===== src/rtl/uart_rx_cfg_pkg.sv =====
// Shared UART definitions: FSM state codes, parity mode codes and the
// parity-mode decode helper used by the receive path (and the TX side).
package uart_rx_cfg_pkg;

    localparam logic [2:0] ST_IDLE     = 3'd0;
    localparam logic [2:0] ST_START    = 3'd1;
    localparam logic [2:0] ST_DATA     = 3'd2;
    localparam logic [2:0] ST_PARITY   = 3'd3;
    localparam logic [2:0] ST_STOP     = 3'd4;
    localparam logic [2:0] ST_BRK_WAIT = 3'd5;

    localparam logic [1:0] PAR_NONE = 2'b00;
    localparam logic [1:0] PAR_EVEN = 2'b01;
    localparam logic [1:0] PAR_ODD  = 2'b10;

    // Code 11 is reserved and behaves as "no parity".
    function automatic logic [1:0] par_mode(input logic [1:0] cfg);
        return (cfg == PAR_EVEN || cfg == PAR_ODD) ? cfg : PAR_NONE;
    endfunction

endpackage


===== src/rtl/uart_baud_gen.sv =====
// Free-running baud tick generator: tick pulses once every final_value+1 clocks.
// Ports: clk, reset (sync, active-high), final_value (divider), tick (1-clk pulse).
module uart_baud_gen #(
    parameter int TIMER_W = 11
) (
    input  logic               clk,
    input  logic               reset,
    input  logic [TIMER_W-1:0] final_value,
    output logic               tick
);

    logic [TIMER_W-1:0] count;

    assign tick = (count == final_value);

    // Wrap on >= so a divider lowered below the current count recovers at once.
    always_ff @(posedge clk) begin
        if (reset)
            count <= '0;
        else if (count >= final_value)
            count <= '0;
        else
            count <= count + 1'b1;
    end

endmodule


===== src/rtl/uart_rx_cfg.sv =====
// Configurable UART receiver (5..DBIT_MAX data, none/even/odd parity, 1/2 stop).
// Ports: clk, reset, rx, final_value, cfg_dbit/parity/stop in; r_data, r_valid,
// parity_err, frame_err, overrun, break_det out; r_ready in (valid/ready sink).
module uart_rx_cfg
    import uart_rx_cfg_pkg::*;
#(
    parameter int DBIT_MAX = 8,
    parameter int SB_TICK  = 16,
    parameter int TIMER_W  = 11
) (
    input  logic                clk,
    input  logic                reset,
    input  logic                rx,
    input  logic [TIMER_W-1:0]  final_value,
    input  logic [3:0]          cfg_dbit,
    input  logic [1:0]          cfg_parity,
    input  logic                cfg_stop,
    output logic [DBIT_MAX-1:0] r_data,
    output logic                r_valid,
    input  logic                r_ready,
    output logic                parity_err,
    output logic                frame_err,
    output logic                overrun,
    output logic                break_det
);

    localparam int         SW     = $clog2(SB_TICK);
    localparam logic [SW-1:0] S_HALF = SW'(SB_TICK / 2 - 1);
    localparam logic [SW-1:0] S_LAST = SW'(SB_TICK - 1);
    localparam logic [3:0] DMAX   = 4'(DBIT_MAX);

    logic                rx_m, rx_s;
    logic                tick;
    logic [2:0]          state;
    logic [SW-1:0]       s;
    logic [3:0]          n;
    logic [3:0]          dbit;
    logic [1:0]          par;
    logic                stop2;
    logic                stop_cnt;
    logic [DBIT_MAX-1:0] shreg;
    logic                par_bit;
    logic                perr_i;
    logic                ferr_i;

    logic samp_end, first_stop, last_stop;
    logic is_break, complete, ferr_c;

    uart_baud_gen #(.TIMER_W(TIMER_W)) u_baud (
        .clk         (clk),
        .reset       (reset),
        .final_value (final_value),
        .tick        (tick)
    );

    always_ff @(posedge clk) begin
        if (reset) begin
            rx_m <= 1'b1;
            rx_s <= 1'b1;
        end else begin
            rx_m <= rx;
            rx_s <= rx_m;
        end
    end

    assign samp_end   = tick && (s == S_LAST);
    assign first_stop = (state == ST_STOP) && samp_end && !stop_cnt;
    assign last_stop  = (state == ST_STOP) && samp_end && (stop_cnt || !stop2);
    // A break is an all-zero frame that also reads 0 at the first stop slot.
    assign is_break   = first_stop && (shreg == '0) && !rx_s
                        && (par == PAR_NONE || !par_bit);
    assign complete   = last_stop && !is_break;
    assign ferr_c     = ferr_i | ~rx_s;

    always_ff @(posedge clk) begin
        if (reset) begin
            state    <= ST_IDLE;
            s        <= '0;
            n        <= '0;
            dbit     <= DMAX;
            par      <= PAR_NONE;
            stop2    <= 1'b0;
            stop_cnt <= 1'b0;
            shreg    <= '0;
            par_bit  <= 1'b0;
            perr_i   <= 1'b0;
            ferr_i   <= 1'b0;
        end else begin
            unique case (state)
                ST_IDLE: begin
                    if (!rx_s) begin
                        state <= ST_START;
                        s     <= '0;
                        dbit  <= (cfg_dbit < 4'd5 || cfg_dbit > DMAX)
                                 ? DMAX : cfg_dbit;
                        par   <= par_mode(cfg_parity);
                        stop2 <= cfg_stop;
                    end
                end
                ST_START: begin
                    if (tick) begin
                        if (s == S_HALF) begin
                            if (!rx_s) begin
                                state    <= ST_DATA;
                                s        <= '0;
                                n        <= '0;
                                shreg    <= '0;
                                par_bit  <= 1'b0;
                                perr_i   <= 1'b0;
                                ferr_i   <= 1'b0;
                                stop_cnt <= 1'b0;
                            end else begin
                                state <= ST_IDLE;
                            end
                        end else begin
                            s <= s + 1'b1;
                        end
                    end
                end
                ST_DATA: begin
                    if (tick) begin
                        if (s == S_LAST) begin
                            s     <= '0;
                            shreg <= shreg | (DBIT_MAX'(rx_s) << n);
                            if (n == dbit - 4'd1)
                                state <= (par == PAR_NONE) ? ST_STOP : ST_PARITY;
                            else
                                n <= n + 4'd1;
                        end else begin
                            s <= s + 1'b1;
                        end
                    end
                end
                ST_PARITY: begin
                    if (tick) begin
                        if (s == S_LAST) begin
                            s       <= '0;
                            par_bit <= rx_s;
                            // Unused MSBs of shreg are 0, so they do not disturb the XOR.
                            perr_i  <= rx_s ^ (^shreg) ^ (par == PAR_ODD);
                            state   <= ST_STOP;
                        end else begin
                            s <= s + 1'b1;
                        end
                    end
                end
                ST_STOP: begin
                    if (tick) begin
                        if (s == S_LAST) begin
                            s <= '0;
                            if (is_break) begin
                                state <= ST_BRK_WAIT;
                            end else if (last_stop) begin
                                state <= ST_IDLE;
                            end else begin
                                stop_cnt <= 1'b1;
                                ferr_i   <= ferr_i | ~rx_s;
                            end
                        end else begin
                            s <= s + 1'b1;
                        end
                    end
                end
                ST_BRK_WAIT: begin
                    if (rx_s)
                        state <= ST_IDLE;
                end
                default: state <= ST_IDLE;
            endcase
        end
    end

    // Holding register: a completed frame loads only if the slot is free or
    // being drained this cycle; otherwise it is dropped and flagged.
    always_ff @(posedge clk) begin
        if (reset) begin
            r_data     <= '0;
            r_valid    <= 1'b0;
            parity_err <= 1'b0;
            frame_err  <= 1'b0;
            overrun    <= 1'b0;
            break_det  <= 1'b0;
        end else begin
            overrun   <= complete && r_valid && !r_ready;
            break_det <= is_break;
            if (complete && (!r_valid || r_ready)) begin
                r_data     <= shreg;
                parity_err <= perr_i;
                frame_err  <= ferr_c;
                r_valid    <= 1'b1;
            end else if (r_valid && r_ready) begin
                r_valid <= 1'b0;
            end
        end
    end

endmodule


===== config.mk =====
export PLATFORM = sky130hd
export DESIGN_NAME = uart_rx_cfg
export DESIGN_NICKNAME = d
export VERILOG_FILES = /design/src/rtl/uart_rx_cfg_pkg.sv /design/src/rtl/uart_baud_gen.sv /design/src/rtl/uart_rx_cfg.sv
export SDC_FILE = /design/constraint.sdc
export NUM_CORES = 1
export LEC_CHECK = 0
export BUFFER_PORTS_ARGS = -buffer_cell sky130_fd_sc_hd__buf_2
export CAP_MARGIN = 40
export CORE_ASPECT_RATIO = 1.4
export CORE_MARGIN = 2
export CORE_UTILIZATION = 40
export DETAILED_ROUTE_END_ITERATION = 16
export PLACE_DENSITY_LB_ADDON = 0.08
export RECOVER_POWER = 50
export REMOVE_ABC_BUFFERS = 1
export SKIP_CTS_REPAIR_TIMING = 1
export SLEW_MARGIN = 20
export SYNTH_ARGS = -nofsm -noshare
export SYNTH_HDL_FRONTEND = slang
export SYNTH_SLANG_ARGS = --single-unit
export TNS_END_PERCENT = 10

===== constraint.sdc =====
create_clock -name clk -period 2.5 [get_ports clk]
set_input_delay 0.125 -clock clk [delete_from_list [all_inputs] [get_ports clk]]
set_output_delay 0.125 -clock clk [all_outputs]
set_load 0.03 [all_outputs]

==> results.md <==
* IO Pins at 35
* FFs w/ async S/R, synth at 0
* Yosys warns at 0
* DR WL/cell at 14.1 microns
* Ant diodes at 0
* Final Setup Violations at 0
* Final WL at 7.51 mm
* Post-synth top flop: dfxtp_1
* Tot GR Track Use at 0.182
* EDFF count, synth at 0
* Layout cell share with drive strength beyond 1 at 0.194
* CP endpoint kind: flop
* Tcrit/Tclk final at 0.987
* DP HPWL at between 5 and 6 mm
* Vias in the first global route at 2713
* Max-slew violations at 0
* HP Class: primary input to flop
* Mapped Area at ~3200 sq um
* Global route overflow at 0
* Drt first pass iters at 4
* Crit Path Category: flop to flop
* Core Rows at 38
* Post-route DRC at 0
* Clock transition at the registers of the reported paths at 110 ps
* CTS H-Tree Depth at 2
* Clk sinks at 56
* Post-route ant nets at 0
* Vias/cell at roughly 5.2
* Most common library cell in the layout ignoring fill and taps: dfxtp_1
* Maxcap violations at 0
* Leak pwr at 1.51 nW
* RSZ-0062 raised after global routing: yes
* Worst EP required at about 2800 ps
* Nets at 474
* CTS tree: built
* Clock period minus worst slack at 2470 ps
* IO Port Bufs at 34
* Post-route total power at about 2.1 mW
* Max frequency at 405 MHz
* WHS at 64.9 ps
* Die area at 8650 sq um
* Seq/Total Area, Yosys at 0.354
* Routability cong. at ~0.84
* Slew headroom at 0.515
* Clk buf depth at 2
* Initial DRC count at 69
* Most frequent cells in the layout: dfxtp_1 (54), nor2_1 (35), buf_4 (32)
* Final hold violations at 0
* Mean post-synth cell area at 8.42 sq um
* R2R setup slack at 30 ps
* Die W at 79.2 microns
* Arrival time at the worst endpoint at between 2000 and 3000 ps
* Die H at 109 microns
* CORE AREA at 7700 sq um
* Layout Skew at 7.56 ps
* CTS Buf Count at 5
* Unique masters post-synth at 55
* Power per cell area at 558 nW/um^2
* Worst IR Drop VDD at 0.301 mV
* Largest net degree at the start of global routing at 38
* Worst-margin pin slew at 727 ps
* Startpoint types: flop
* Worst skew pair latency at 310 ps
* Initial Util at 0.411
* Routed via count at approximately 2800
* Initial antenna violation count at 0
* Register bit total from synthesis at 56
* Global-route wire length before repair at 12.4 mm
* Crit-path max FO at 3
* Area Overhead vs Synth at 19.1%
* CTS root buf: clkbuf_8
* Mapped Cells at 376
* Status: complete, no violations
==> metal layers <==
layer  vias up  track usage  wire, microns  part of all wire
met5         -            0              0                 0
met4         0       0.0567            144             0.019
met3        11       0.0273            199             0.026
met2        39        0.350           3870              0.51
met1      1274        0.202           3300              0.44
li1       1441            -              -                 -
==> power breakdown <==
part	leakage [nW]	internal (mW)	switching [mW]
Clock	0.0485	0.202	0.321
Combinational	1.01	0.281	0.311
Sequential	0.454	0.930	0.0612
==> cells in the mapped netlist (2+ instances only) <==
cell type   n  area, sq um
a211o_1     3         26.3
a211oi_1    2         15.0
a21o_1      3         22.5
a21oi_1    27          135
a221o_1     2         20.0
a311oi_1    5         43.8
a31oi_1     3         18.8
and3_1      5         31.3
buf_2       3         15.0
clkbuf_1   15         56.3
dfxtp_1    56         1120
ha_1       19          238
inv_1      25         93.8
maj3_1      2         20.0
mux2i_1    11          110
nand2_1    24         90.1
nand2b_1    5         31.3
nand3_1    14         70.1
nand3b_1    5         37.5
nand4_1     6         37.5
nor2_1     35          131
nor2b_1    11         68.8
nor3_1     22          110
nor3b_1     4         30.0
nor4_1      2         12.5
o211ai_1    2         15.0
o21a_1      3         22.5
o21ai_0     8         40.0
o21bai_1    3         22.5
o31ai_1     2         15.0
or2_2       4         25.0
or3b_2      3         26.3
xnor2_1    11         96.3
xor2_1     10         87.6
==> kinds of logic after synthesis <==
group,count (synthesis),synth area share
and+or+nand+nor,150,0.259
AOI/OAI and AO/OA,72,0.151
DFF,56,0.354
buffers and inverters,44,0.0545
xor gates and xnor gates,22,0.0652
adders and majority gates,21,0.0814
muxes,11,0.0348
==> path summary, 6_finish.rpt <==
kind	to	cells after the start	start
worst max register to register	perr_i	8	u_baud.count[6]
worst min register to register	rx_s	1	rx_m
worst min-delay path	stop2	3	cfg_stop
worst max-delay path	perr_i	8	u_baud.count[6]
==> through the flow <==
stage | cells | setup WS (ps) | cell area [sq um] | util | TNS (ps)
2_1_floorplan | 357 | -161 | 3090 | - | -1610
3_3_place_gp | 522 | 23.3 | 3630 | 0.471 | 0
3_5_place_dp | 522 | -47.6 | 3630 | 0.471 | -429
4_1_cts | 530 | -60.8 | 3720 | 0.483 | -710
5_1_grt | 534 | -45.9 | 3770 | 0.490 | -45.9
6_report | 534 | 32.9 | 3770 | 0.490 | 0
==> worst max-delay path, cell delays in order (launching register included) <==
cell and delay [ps]:
dfxtp_1 330, ha_1 300, nand3_2 90, buf_4 160
nor4_4 330, nand3_4 100, or4b_4 560, or3_4 400
a21oi_2 120
==> registers in the layout (all words and copies together) (netlist names), 2 cells and up <==
signal and cells:
dbit 4, n 4, par 2, r_data 8, s 4, shreg 8
state 3, u_baud.count 11
==> final cells by class <==
class,instances,area (sq um)
Timing Repair Buffer,69,428
Sequential cell,56,1120
Inverter,25,93.8
Clock inverter,3,22.5
Tap cell,100,125
Multi-Input combinational cell,276,1910
Clock buffer,5,68.8
Fill cell,791,3930
Power figures use the tool's default switching activity.
